### src/rtl/fetch_pkg.sv
// fetch_pkg: shared types and constants for the instruction fetch front end.
//   XLEN             : datapath width
//   NOP_INSTR        : canonical RV32 NOP (addi x0,x0,0) returned by memory in reset
//   DEFAULT_RESET_PC : default PC after reset
//   fetch_entry_t    : one buffered fetch {pc, instr}
package fetch_pkg;

   localparam int XLEN = 32;
   localparam logic [XLEN-1:0] NOP_INSTR        = 32'h0000_0013;
   localparam logic [XLEN-1:0] DEFAULT_RESET_PC = 32'h0000_0000;

   typedef struct packed {
      logic [XLEN-1:0] pc;
      logic [XLEN-1:0] instr;
   } fetch_entry_t;

endpackage

### src/rtl/instr_fetch_unit_if.sv
// instr_fetch_unit_if: fetch-to-decode handshake plus redirect request.
//   fetch_valid/fetch_instr/fetch_pc : head of the fetch buffer (fetch -> decode)
//   fetch_ready                      : decode accepts the head
//   redirect_valid/redirect_pc       : control-flow change request (decode/exec -> fetch)
// modport master: the fetch unit side; modport slave: the consumer side.
interface instr_fetch_unit_if;
   import fetch_pkg::*;

   logic            fetch_valid;
   logic [XLEN-1:0] fetch_instr;
   logic [XLEN-1:0] fetch_pc;
   logic            fetch_ready;
   logic            redirect_valid;
   logic [XLEN-1:0] redirect_pc;

   modport master (
      output fetch_valid, fetch_instr, fetch_pc,
      input  fetch_ready, redirect_valid, redirect_pc
   );

   modport slave (
      input  fetch_valid, fetch_instr, fetch_pc,
      output fetch_ready, redirect_valid, redirect_pc
   );

endinterface

### src/rtl/fetch_fifo.sv
// fetch_fifo: DEPTH-entry circular buffer of fetch_entry_t.
//   clk, reset : clock, synchronous active-high reset
//   flush      : discard all entries (takes priority over push/pop)
//   push/push_data : write one entry at the tail
//   pop        : drop the head entry
//   head       : current head entry (contents undefined when count == 0)
//   count      : number of valid entries, 0..DEPTH
// DEPTH must be a power of two so the pointers wrap without extra logic.
module fetch_fifo
   import fetch_pkg::*;
#(
   parameter int DEPTH = 2
) (
   input  logic                         clk,
   input  logic                         reset,
   input  logic                         flush,
   input  logic                         push,
   input  fetch_entry_t                 push_data,
   input  logic                         pop,
   output fetch_entry_t                 head,
   output logic [$clog2(DEPTH+1)-1:0]   count
);

   localparam int AW = $clog2(DEPTH);
   localparam int CW = $clog2(DEPTH+1);

   fetch_entry_t   mem [DEPTH];
   logic [AW-1:0]  wr_ptr;
   logic [AW-1:0]  rd_ptr;

   assign head = mem[rd_ptr];

   // Storage is not reset; count gates every use of the head.
   always_ff @(posedge clk) begin
      if (push && !flush && !reset)
         mem[wr_ptr] <= push_data;
   end

   always_ff @(posedge clk) begin
      if (reset || flush) begin
         wr_ptr <= '0;
         rd_ptr <= '0;
         count  <= '0;
      end else begin
         if (push) wr_ptr <= wr_ptr + AW'(1);
         if (pop)  rd_ptr <= rd_ptr + AW'(1);
         case ({push, pop})
            2'b10:   count <= count + CW'(1);
            2'b01:   count <= count - CW'(1);
            default: count <= count;
         endcase
      end
   end

endmodule

### src/rtl/instr_fetch_unit.sv
// instr_fetch_unit: RV32 fetch initiator.
// Owns the PC, issues word addresses to a 1-cycle-latency instruction memory,
// buffers returned {pc, instr} pairs and hands them to decode over valid/ready.
// A redirect flushes the buffer and any in-flight fetch and restarts at the target.
//   clk, reset  : clock, synchronous active-high reset
//   imem_pc     : registered fetch address (pc_q)
//   imem_instr  : memory read data for the address sampled on the previous edge
//   fif         : decode handshake and redirect request (master modport)
//   pc_fault    : sticky PC duplicate-mismatch flag
// Build option: FETCH_PC_DMR_EN adds a shadow PC and drives pc_fault;
// without it pc_fault is tied low.
module instr_fetch_unit
   import fetch_pkg::*;
#(
   parameter logic [XLEN-1:0] RESET_PC = DEFAULT_RESET_PC,
   parameter int              DEPTH    = 2
) (
   input  logic                 clk,
   input  logic                 reset,
   output logic [XLEN-1:0]      imem_pc,
   input  logic [XLEN-1:0]      imem_instr,
   instr_fetch_unit_if.master   fif,
   output logic                 pc_fault
);

   localparam int CW = $clog2(DEPTH+1);
   localparam int OW = CW + 1;

   logic [XLEN-1:0] pc_q;
   logic [XLEN-1:0] pc_d;
   logic            rsp_valid_q;
   logic [XLEN-1:0] rsp_pc_q;

   logic [CW-1:0]   count;
   fetch_entry_t    head;
   fetch_entry_t    push_data;
   logic            push;
   logic            pop;
   logic            issue;
   logic [OW-1:0]   occ;
   logic [XLEN-1:0] redirect_tgt;
   logic            unused_rpc_lo;

   assign redirect_tgt  = {fif.redirect_pc[XLEN-1:2], 2'b00};
   assign unused_rpc_lo = ^fif.redirect_pc[1:0];

   assign fif.fetch_valid = (count != '0);
   assign fif.fetch_instr = fif.fetch_valid ? head.instr : '0;
   assign fif.fetch_pc    = fif.fetch_valid ? head.pc    : '0;

   assign pop  = fif.fetch_valid && fif.fetch_ready;
   assign push = rsp_valid_q && !fif.redirect_valid;
   assign push_data = '{pc: rsp_pc_q, instr: imem_instr};

   // Occupancy after this edge if we issue now: the in-flight word will land
   // next cycle, so it reserves a slot. pop implies count >= 1, no underflow.
   assign occ   = {1'b0, count} + OW'(rsp_valid_q) - OW'(pop);
   assign issue = !fif.redirect_valid && (occ < OW'(DEPTH));

   always_comb begin
      pc_d = pc_q;
      if (fif.redirect_valid) pc_d = redirect_tgt;
      else if (issue)         pc_d = pc_q + 32'd4;
   end

   always_ff @(posedge clk) begin
      if (reset) begin
         pc_q        <= RESET_PC;
         rsp_valid_q <= 1'b0;
         rsp_pc_q    <= '0;
      end else begin
         pc_q        <= pc_d;
         rsp_valid_q <= issue;
         if (issue) rsp_pc_q <= pc_q;
      end
   end

   assign imem_pc = pc_q;

   fetch_fifo #(.DEPTH(DEPTH)) u_fifo (
      .clk       (clk),
      .reset     (reset),
      .flush     (fif.redirect_valid),
      .push      (push),
      .push_data (push_data),
      .pop       (pop),
      .head      (head),
      .count     (count)
   );

`ifdef FETCH_PC_DMR_EN
   // Shadow PC follows the same next-state rule from its own value, so any
   // upset in either copy shows up as a persistent mismatch.
   logic [XLEN-1:0] pc_shadow_q;
   logic [XLEN-1:0] pc_shadow_d;
   logic            pc_fault_q;

   always_comb begin
      pc_shadow_d = pc_shadow_q;
      if (fif.redirect_valid) pc_shadow_d = redirect_tgt;
      else if (issue)         pc_shadow_d = pc_shadow_q + 32'd4;
   end

   always_ff @(posedge clk) begin
      if (reset) begin
         pc_shadow_q <= RESET_PC;
         pc_fault_q  <= 1'b0;
      end else begin
         pc_shadow_q <= pc_shadow_d;
         pc_fault_q  <= pc_fault_q | (pc_q != pc_shadow_q);
      end
   end

   assign pc_fault = pc_fault_q;
`else
   assign pc_fault = 1'b0;
`endif

endmodule

### src/flat_wrapper.sv
// flat-port wrapper written by rule: the top's interface ports become plain ports
module instr_fetch_unit_flat import fetch_pkg::*;
#(
   parameter logic [XLEN-1:0] RESET_PC = DEFAULT_RESET_PC,
   parameter int              DEPTH    = 2
)
  (clk, reset, imem_pc, imem_instr, pc_fault, fif_fetch_valid, fif_fetch_instr, fif_fetch_pc, fif_fetch_ready, fif_redirect_valid, fif_redirect_pc);
  instr_fetch_unit_if fif_i ();
  input  logic clk;
  input  logic reset;
  output logic [XLEN-1:0] imem_pc;
  input  logic [XLEN-1:0] imem_instr;
  output logic pc_fault;
  output wire logic [$bits(fif_i.fetch_valid)-1:0] fif_fetch_valid;
  output wire logic [$bits(fif_i.fetch_instr)-1:0] fif_fetch_instr;
  output wire logic [$bits(fif_i.fetch_pc)-1:0] fif_fetch_pc;
  input wire logic [$bits(fif_i.fetch_ready)-1:0] fif_fetch_ready;
  input wire logic [$bits(fif_i.redirect_valid)-1:0] fif_redirect_valid;
  input wire logic [$bits(fif_i.redirect_pc)-1:0] fif_redirect_pc;
  assign fif_fetch_valid = fif_i.fetch_valid;
  assign fif_fetch_instr = fif_i.fetch_instr;
  assign fif_fetch_pc = fif_i.fetch_pc;
  assign fif_i.fetch_ready = fif_fetch_ready;
  assign fif_i.redirect_valid = fif_redirect_valid;
  assign fif_i.redirect_pc = fif_redirect_pc;
  instr_fetch_unit #(.RESET_PC(RESET_PC), .DEPTH(DEPTH)) u_core (.clk(clk), .reset(reset), .imem_pc(imem_pc), .imem_instr(imem_instr), .fif(fif_i), .pc_fault(pc_fault));
endmodule
### config.mk
export PLATFORM = sky130hd
export DESIGN_NAME = instr_fetch_unit_flat
export DESIGN_NICKNAME = d
export VERILOG_FILES = /design/src/rtl/fetch_pkg.sv /design/src/rtl/instr_fetch_unit_if.sv /design/src/rtl/fetch_fifo.sv /design/src/rtl/instr_fetch_unit.sv /design/src/flat_wrapper.sv
export SDC_FILE = /design/constraint.sdc
export NUM_CORES = 1
export LEC_CHECK = 0
export ABC_AREA = 1
export BUFFER_PORTS_ARGS = -buffer_cell sky130_fd_sc_hd__buf_2
export CORE_ASPECT_RATIO = 1.2
export CORE_MARGIN = 2
export CORE_UTILIZATION = 55
export CTS_BUF_LIST = sky130_fd_sc_hd__clkbuf_8
export CTS_CLUSTER_SIZE = 8
export DETAILED_ROUTE_END_ITERATION = 12
export GPL_TIMING_DRIVEN = 0
export MAX_ROUTING_LAYER = met4
export PLACE_DENSITY = 0.8
export SLEW_MARGIN = 20
export SYNTH_ARGS = -nofsm -noshare
export SYNTH_HDL_FRONTEND = slang
export SYNTH_SLANG_ARGS = --single-unit
### constraint.sdc
create_clock -name clk -period 7.05 [get_ports clk]
set_input_delay 0.705 -clock clk [delete_from_list [all_inputs] [get_ports clk]]
set_output_delay 0.705 -clock clk [all_outputs]
set_load 0.01 [all_outputs]
Word level (Yosys, flattened, before mapping)
Memories as Yosys holds them, arrays and structs flattened. A register that Yosys moved wholly into a read port is not among the register bits.
Cells that the tools add are included.
{ "op_classes": {"n_shift": 0, "bitwise_logic": 0, "eq_ne": 2, "add_sub_neg": 7, "n_reduce_logical": 12, "mul": 0, "magnitude_cmp": 1, "div_mod_pow": 0, "mux": 9} }
{ "op_table": {"columns": ["cell", "n"], "rows": [
  ["$mux 32", 4],
  ["$add 32x3->32 const B", 1],
  ["$reduce_bool 2->1", 3],
  ["$logic_and 1x1->1", 5],
  ["$mux 1", 4],
  ["$pmux 2 s2", 1],
  ["$add 2x1->3", 1],
  ["$lt 3x2->1 const B", 1],
  ["$sub 3x1->3", 1],
  ["$add 1x1->1 const B", 2],
  ["$add 2x1->2 const B", 1],
  ["$eq 2x1->1 const B", 1],
  ["$eq 2x2->1 const B", 1],
  ["$logic_not 1->1", 2],
  ["$reduce_or 2->1", 1],
  ["$sub 2x1->2 const B", 1],
  ["$logic_or 1x1->1", 1]
]} }
{ "totals": {"rom_bits": 0, "ram_bits": 128, "mem_count": 1, "in_bits": 68, "latch_bits": 0, "register_bits": 69} }
{ "mem_list": {"columns": ["name", "words", "word_bits", "rd", "rd_clocked_by_memory_dff", "write_ports", "line", "rtl"], "rows": [
  ["u_core.u_fifo.mem", 2, 64, 1, 1, 1, "fetch_fifo.sv:27", "fetch_entry_t mem [DEPTH];"]
]} }

Logic depth before layout (Yosys ltp)
Gate-level depths: netlist of run 1.
{ "depth": {"word_depth": 7, "depth_mapped": 18, "ltp_nobuf": 17} }

By module
From an unflattened synthesis of run 1, not the netlist that was laid out.
{ "hier_totals": {"hier_cells": 872, "hier_area_um2": 8964.8} }
{ "by_module_without_submodules": {"columns": ["module", "instances", "area_per_inst_um2", "cells_each"], "rows": [
  ["fetch_fifo", 1, 5143.7, 231],
  ["instr_fetch_unit", 1, 3821.2, 641]
]} }

Worst setup path after synthesis of run 1
OpenSTA, ideal clock, no wires.
{ "synth_path": {"kind": "in2reg", "startpoint": "input port reset", "endpoint": "memory u_core.u_fifo.mem[0][0] in the netlist's numbering, enable pin", "arrival_time_ps": 5134, "path_slack_ps": 1358, "cell_stages": 2, "path_cell_list": "clkbuf_1 > nor3_1"} }
{ "synth_between": {"elab_chain_cells": 4} }
{ "synth_rtl": {"columns": ["item", "line", "rtl"], "rows": [
  ["start: declaration", "flat_wrapper.sv:10", "input logic reset;"],
  ["$logic_not 1->1", "fetch_fifo.sv:35", "if (push && !flush && !reset)"],
  ["$logic_and 1x1->1", "fetch_fifo.sv:35", null],
  ["$mux 1", "fetch_fifo.sv:35", null],
  ["$mux 1 (implied by the code)", "fetch_fifo.sv:36", "mem[wr_ptr] <= push_data;"],
  ["end: declaration", "fetch_fifo.sv:27", null]
]} }
No other way between the ends.

Worst setup path in the final report of run 1
{ "layout_path": {"startpoint": "register u_core.u_fifo.count[0]", "endpoint": "register u_core.pc_q[30] (netlist: u_core.imem_pc[30])"} }
{ "layout_between": {"elab_chain_cells": 6, "word_cells_on_any_way": 7} }
{ "layout_rtl": {"columns": ["item", "line", "rtl"], "rows": [
  ["start: declaration", "fetch_fifo.sv:21", "output logic [$clog2(DEPTH+1)-1:0] count"],
  ["start signal: assignment", "fetch_fifo.sv:48", "2'b10: count <= count + CW'(1);"],
  ["start signal: assignment", "fetch_fifo.sv:49", "2'b01: count <= count - CW'(1);"],
  ["start signal: assignment", "fetch_fifo.sv:50", "default: count <= count;"],
  ["$reduce_bool 2->1", "instr_fetch_unit.sv:47", "assign fif.fetch_valid = (count != '0);"],
  ["$logic_and 1x1->1", "instr_fetch_unit.sv:51", "assign pop = fif.fetch_valid && fif.fetch_ready;"],
  ["net u_core.pop", "instr_fetch_unit.sv:38", "logic pop;"],
  ["$sub 3x1->3", "instr_fetch_unit.sv:57", "assign occ = {1'b0, count} + OW'(rsp_valid_q) - OW'(pop);"],
  ["$lt 3x2->1", "instr_fetch_unit.sv:58", "assign issue = !fif.redirect_valid && (occ < OW'(DEPTH));"],
  ["$logic_and 1x1->1", "instr_fetch_unit.sv:58", null],
  ["$reduce_bool 2->1 (no source line)", null, null],
  ["end signal: assignment", "instr_fetch_unit.sv:72", "pc_q <= pc_d;"],
  ["end: declaration", "instr_fetch_unit.sv:29", "logic [XLEN-1:0] pc_q;"]
]} }
The timed path passes the listed nets, and every way through them passes these cells.
A chain may end at the register's enable or synchronous reset.

==> results.yml, run 1 <==
sta:
  finalSetupViolCount: 0
  period_share_pct: 51.4
  setup_tns_ns: 0
  max_freq_mhz: 276
  fin_worst_skew_ns: 0.0116
  rsz0062_at_grt: "no"
  hold_viol: 0
  slew_violations: 0
  worst_slew_pin_slew_ns: 0.889
  finalCriticalPeriod_ns: 3.63
  slew_headroom_pct: 40.5
  hold-worst-slack_ns: 0.441
synthesis:
  netlist_instances: 866
  synth_compound_area_share_pct: 9.53
  avgSynthCellArea_um2: 9.40
  ys.flop_type: "edfxtp_1"
  synth_top_family_by_area: "simple AND/OR/NAND/NOR gates"
  synth_warnings: 0
  synthXorXnorAreaFrac_pct: 0.646
  synthTopCellsByArea: "edfxtp_1 46%, dfxtp_1 16%, nand2_1 12%"
  ys_seq_area_share_pct: 62.0
  async_flop_share_pct: 0
  synth_common_cells: "264 x nand2_1, 124 x edfxtp_1, 88 x a21oi_1"
  yosys.area_share.simple_pct: 21.2
  synth.most_common_cell: "nand2_1"
  syn-cell-area_um2: 8140
  synth.area.mux_share_pct: 0
  post_synth_num_cell_types: 34
  yosys.area.top_type_share_pct: 45.7
  synth_area_leader_cell: "edfxtp_1"
  synthAdderAreaFrac_pct: 0.707
  synth-seq-cells: 190
  synth-edff-count: 124
route:
  drcViolationCount: 0
  vias_per_cell: 5.23
  routed_wl_um: 19000
  vias: 6501
  drtIter0Drc: 658
  postRouteAntennaNets: 0
  avgRoutedWirePerCell_um: 15.3
  dr.pass1.iters: 5
setup_path:
  crit_chain: "nor2_1 -> inv_1 -> nand2_1 -> inv_1 -> ha_1 -> or2_2 -> fa_1 -> nand3_4 -> buf_2 -> nor2_1 -> nand4_1 -> nand3_1 -> nand2_1 -> inv_1"
  r2r_end: "u_core.imem_pc[30]$_SDFFE_PP0P_"
  crit_slowest_cell: "nor2_1"
  rrSetupSlack_ns: 3.42
  startpoint_type: "flop"
  cp_data_required_time_ns: 7.46
  arrival_ns: 4.03
  crit_start: "u_core.u_fifo.count[0]$_SDFFE_PP0P_"
  crit_buf_inv: 4
  cp_max_fo: 10
  crit_top_cell: "inv_1"
  setup.worst_path.end_class: "flop"
  crit_type: "reg2reg"
  rr_worst_depth: 14
  critPathCapture: "u_core.imem_pc[30]$_SDFFE_PP0P_"
  r2r_start: "u_core.u_fifo.count[0]$_SDFFE_PP0P_"
  critPathMaxStageDelay_ns: 0.71
  cp_top_family: "simple AND/OR/NAND/NOR gates"
  worst-path-stages: 14
grt:
  antenna_found_initial: 0
  grt_start_max_net_pins: 19
  grt_pass1_wl_um: 29400
  gr-total-overflow: 0
  grtUsageTotal_pct: 24.9
  grt_pass1_vias: 6101
layout:
  nets: 1128
  synthToLayoutAreaGrowth_pct: 19.0
  drive_gt1_share_pct: 22.9
  antennaDiodeCount: 0
clock_tree:
  numCtsBuffers: 17
  cts.path.max_buffers: 2
  cts-root-buf: "clkbuf_8"
  cts_hold_buf: 0
  cts_setup_buffers: 0
  postCtsResizedCells: 0
  htreeDepth: 4
  cts_tree: "built"
  clkTransAtPathRegs_ns: 0.09
  clk_latency_ns: 0.45
  cts_num_sinks: 190
placed_design:
  post-dp-hpwl_um: 13900
  port-buffer-count: 157
  place_congestion: 0.919
die:
  die-width_um: 115
  die_h_um: 137
  rows: 48
  initial_utilization_pct: 56.5
  die_area_um2: 15800
  io-pin-count: 166
  core_um2: 14400
status:
  outcome: "finished, final reports clean"
job:
  max_cap_violations: 0
pwr:
  p_leak_nw: 4.12
  powerDensity_nw_per_um2: 213
  peakVddDrop_v: 0.0000981
worst_hold_path:
  worst_hold_path_type: "in2reg"
-- how the worst min path moves through the flow --
stage	startpoint	endpoint	slack, ns	cells after the start
finish	imem_instr[5]	u_core.u_fifo.mem[0][5]$_DFFE_PP_	0.44	1
global route	imem_instr[31]	u_core.u_fifo.mem[0][31]$_DFFE_PP_	0.40	1
CTS	imem_instr[5]	u_core.u_fifo.mem[1][5]$_DFFE_PP_	0.41	1
detailed placement	u_core.rsp_pc_q[23]$_SDFFE_PP0P_	u_core.u_fifo.mem[0][55]$_DFFE_PP_	0.44	0
global placement	u_core.rsp_pc_q[23]$_SDFFE_PP0P_	u_core.u_fifo.mem[0][55]$_DFFE_PP_	0.43	0
floorplan	u_core.rsp_pc_q[2]$_SDFFE_PP0P_	u_core.u_fifo.mem[0][34]$_DFFE_PP_	0.42	0
-- kinds of logic after synthesis --
family | Yosys count
AO/OA/AOI/OAI | 150
XOR/XNOR | 6
adder cells (fa/ha/maj) | 4
buffers and inverters | 116
flip-flops | 190
other | 1
AND/OR/NAND/NOR | 399
-- per-layer routing --
| metal | global-route usage (%) | routed length (um) |
|---|---|---|
| met5 | - | 0 |
| met4 | 9.10 | 448 |
| met3 | 4.62 | 1180 |
| met2 | 42.1 | 9530 |
| met1 | 30.0 | 7820 |
-- where the power goes --
part	internal (mW)	switching [mW]	total, mW	leakage [nW]
logic	0.0601	0.0989	0.159	2.25
clock network	0.303	0.354	0.657	0.188
registers	1.22	0.0280	1.24	1.68
total	1.58	0.481	2.06	4.12
-- worst register-to-register path: cells and delay by family, from the launching register on --
family	cells	cell delay, ns
DFF	1	0.37
and+or+nand+nor	8	1.83
adders and majority gates	2	0.87
buffers and inverters	4	0.51
-- layout make-up --
cell class	instances	area [um^2]
sequential	190	5040
fill	1151	4730
multi-input combinational	564	2650
timing repair buffer	167	928
clock buffer	20	275
inverter	72	270
tap	175	219
buffer	44	208
clock inverter	12	97.6
-- per-stage QoR --
step | total power, mW | cell area (um^2) | util (%) | std cells | setup WS [ns]
finish | 2.06 | 9690 | 67.2 | 1244 | 3.42
global route | 2.14 | 9690 | 67.2 | 1244 | 3.11
CTS | 2.07 | 9690 | 67.2 | 1244 | 3.36
detailed placement | 1.43 | 9320 | 64.6 | 1212 | 3.37
global placement | 1.42 | 9160 | 63.6 | 1202 | -1.06
floorplan | 1.35 | 8160 | - | 870 | 1.36
-- flip-flops by register name, summed over array words and instances, names as in the netlist, named ones only --
register / flops
u_core.u_fifo.rd_ptr: 1
u_core.rsp_valid_q: 1
u_core.imem_pc: 30
u_core.u_fifo.wr_ptr: 1
u_core.u_fifo.mem: 124
u_core.u_fifo.count: 2
u_core.rsp_pc_q: 30
-- placed cells by master (no fill, tap or decap), types with 4 or more instances in the layout --
| cell type | netlist | routed |
|---|---|---|
| inv_2 | 7 | 7 |
| nor2_4 | 5 | 6 |
| nand3b_1 | 7 | 7 |
| nor3_1 | 5 | 4 |
| nand4_1 | 13 | 13 |
| nand2_1 | 264 | 264 |
| nand3_1 | 21 | 21 |
| o211ai_1 | 5 | 5 |
| nor2_1 | 64 | 63 |
| a31oi_1 | 5 | 5 |
| clkbuf_8 | 0 | 20 |
| clkbuf_1 | 25 | 25 |
| xor2_1 | 6 | 6 |
| clkinvlp_4 | 0 | 4 |
| a21oi_1 | 88 | 88 |
| buf_2 | 7 | 164 |
| o21ai_1 | 10 | 10 |
| nand2_2 | 4 | 4 |
| dfxtp_1 | 66 | 66 |
| inv_1 | 65 | 68 |
| edfxtp_1 | 124 | 124 |
| conb_1 | 1 | 5 |
| o21ai_0 | 40 | 40 |
| buf_4 | 9 | 14 |
| nor2_2 | 6 | 6 |
No activity file was read; power rests on OpenSTA's default activity.
==> run 2: changes to the inputs <==
- ABC_AREA: 1 -> 0
- CORE_UTILIZATION: 55 -> 51
- PLACE_DENSITY: 0.8 -> 0.78
- clock period: 7.05 -> 3 ns (I/O delays scaled with it)
==> results.yml, run 2 <==
die:
  core_um2: 15100
  die_h_um: 141
  io-pin-count: 166
  die_area_um2: 16600
  initial_utilization_pct: 52.7
  rows: 49
  die-width_um: 118
grt:
  antenna_found_initial: 0
  grt_start_max_net_pins: 44
  grtUsageTotal_pct: 22.0
  grt_pass1_wl_um: 28000
  gr-total-overflow: 0
  grt_pass1_vias: 5643
setup_path:
  crit_slowest_cell: "fa_2"
  cp_data_required_time_ns: 3.37
  crit_chain: "nor2_4 -> inv_2 -> and2_4 -> ha_4 -> nand2b_4 -> fa_2 -> buf_4 -> nand2_4 -> or4_4 -> o31a_1 -> a2111oi_2"
  r2r_end: "u_core.imem_pc[18]$_SDFFE_PP0P_"
  r2r_start: "u_core.u_fifo.count[0]$_SDFFE_PP0P_"
  rr_worst_depth: 11
  crit_type: "reg2reg"
  arrival_ns: 3.44
  startpoint_type: "flop"
  cp_max_fo: 6
  critPathMaxStageDelay_ns: 0.61
  rrSetupSlack_ns: -0.08
  setup.worst_path.end_class: "flop"
  crit_start: "u_core.u_fifo.count[0]$_SDFFE_PP0P_"
clock_tree:
  clk_latency_ns: 0.46
  cts.path.max_buffers: 2
  clkTransAtPathRegs_ns: 0.10
  cts_tree: "built"
  cts_num_sinks: 190
  cts_hold_buf: 0
  cts-root-buf: "clkbuf_8"
  numCtsBuffers: 17
  htreeDepth: 4
route:
  dr.pass1.iters: 7
  vias: 5866
  drcViolationCount: 0
  postRouteAntennaNets: 0
  drtIter0Drc: 369
  vias_per_cell: 5.31
  avgRoutedWirePerCell_um: 16.3
  routed_wl_um: 17900
layout:
  seqCellArea_um2: 5050
  largest_reg_flops: 124
  fill_cells: 1180
  fin_cells: 1104
  final_cell_mix: "159 x buf_2, 124 x edfxtp_1, 94 x nor2_1, 78 x nand2_1, 64 x dfxtp_1"
  synthToLayoutAreaGrowth_pct: 23.9
  drive_gt1_share_pct: 28.3
  nets: 959
  final_common_cell: "buf_2"
  largest_register: "u_core.u_fifo.mem"
  antennaDiodeCount: 0
  multi_input_area_um2: 2830
sta:
  slew_violations: 0
  worst_slew_pin_slew_ns: 0.826
  period_share_pct: 103
  finalSetupViolCount: 6
  hold_viol: 0
  setup_ws_ns: -0.0766
  fin_worst_skew_ns: 0.0132
  hold-worst-slack_ns: 0.0358
  finalCriticalPeriod_ns: 3.08
  setup_tns_ns: -0.184
  max_freq_mhz: 325
  slew_headroom_pct: 44.5
  rsz0062_at_grt: "yes"
pwr:
  peakVddDrop_v: 0.000278
  p_total_mw: 5.05
  p_leak_nw: 3.61
  powerDensity_nw_per_um2: 513
synthesis:
  synthTopCellsByArea: "edfxtp_1 47%, dfxtp_1 17%, mux2i_1 7.8%"
  post_synth_num_cell_types: 49
  synth_common_cells: "124 x edfxtp_1, 95 x nor2_1, 79 x nand2_1"
  ys_seq_area_share_pct: 63.5
  synth.most_common_cell: "edfxtp_1"
  synth-seq-cells: 190
  syn-cell-area_um2: 7940
  synth-edff-count: 124
  synth_warnings: 0
  netlist_instances: 684
  yosys.area.top_type_share_pct: 46.9
  synth_area_leader_cell: "edfxtp_1"
  async_flop_share_pct: 0
  avgSynthCellArea_um2: 11.6
  ys.flop_type: "edfxtp_1"
worst_hold_path:
  holdPathStages: 1
  worst_hold_path_type: "in2reg"
  min-delay-start: "imem_instr[1]"
  holdPathEnd: "u_core.u_fifo.mem[0][1]$_DFFE_PP_"
status:
  failed_checks: "setup timing"
  outcome: "finished with violations"
placed_design:
  dp_slack_ns: -0.593
  post-dp-hpwl_um: 12400
  port-buffer-count: 158
  dp_cells: 1055
  place_congestion: 0.895
job:
  max_cap_violations: 0
[run 2: where the power goes]
group          total [mW]  switching [mW]  internal [mW]
Sequential           2.93          0.0800           2.85
Combinational       0.400           0.232          0.169
Clock                1.72           0.912          0.807
Total                5.05            1.22           3.83
[run 2: cell families (layout without fill, tap and decap cells)]
logic type,count (synthesis),count (layout),share of synthesized area (%)
flip-flops,190,190,63.5
XOR/XNOR,15,15,1.65
multiplexers,62,62,7.81
AND/OR/NAND/NOR,268,268,15.9
adder cells (fa/ha/maj),4,4,0.725
buffers and inverters,62,274,3.61
AO/OA/AOI/OAI,82,82,6.70
other,1,5,0.0472
[run 2: what timing repair did]
item | in CTS | in global routing
setup endpoints to repair | 55 | 16
pin swaps | 5 | 7
gates resized for setup | 11 | 16
buffers inserted | 12 | 7
gates cloned | 0 | 0
[run 2: worst max-delay path by stage]
stage,endpoint
CTS,u_core.imem_pc[31]$_SDFFE_PP0P_
floorplan,u_core.imem_pc[21]$_SDFFE_PP0P_
detailed placement,u_core.imem_pc[18]$_SDFFE_PP0P_
finish,u_core.imem_pc[18]$_SDFFE_PP0P_
global placement,u_core.imem_pc[31]$_SDFFE_PP0P_
global route,u_core.imem_pc[18]$_SDFFE_PP0P_
[run 2: worst max-delay path, delay by kind of cell, from the launching register on]
kind                       cells  cell delay, ns
buffers and inverters          2            0.19
DFF                            1            0.36
and+or+nand+nor                5            1.08
adders and majority gates      2            0.84
AOI/OAI and AO/OA              2            0.52
[run 2: layout make-up]
cell class / instances / share of cell area [%]
Buffer: 45 / 2.29
Clock buffer: 19 / 2.66
Sequential cell: 190 / 51.4
Clock inverter: 13 / 1.53
Timing Repair Buffer: 182 / 10.3
Multi-Input combinational cell: 436 / 28.7
Tap cell: 204 / 2.60
Inverter: 15 / 0.572
[run 2: per-stage QoR]
step	utilization (%)	area, um^2
after floorplan	-	8030
after global placement	60.2	9070
final	65.2	9840
after CTS	64.4	9710
after detailed placement	60.8	9170
after global routing	65.2	9840
[run 2: per-layer routing]
layer	GRT usage, %	wire length [um]
met1	26.6	7330
met2	36.9	9210
met3	3.96	1070
met4	8.81	329
met5	-	0
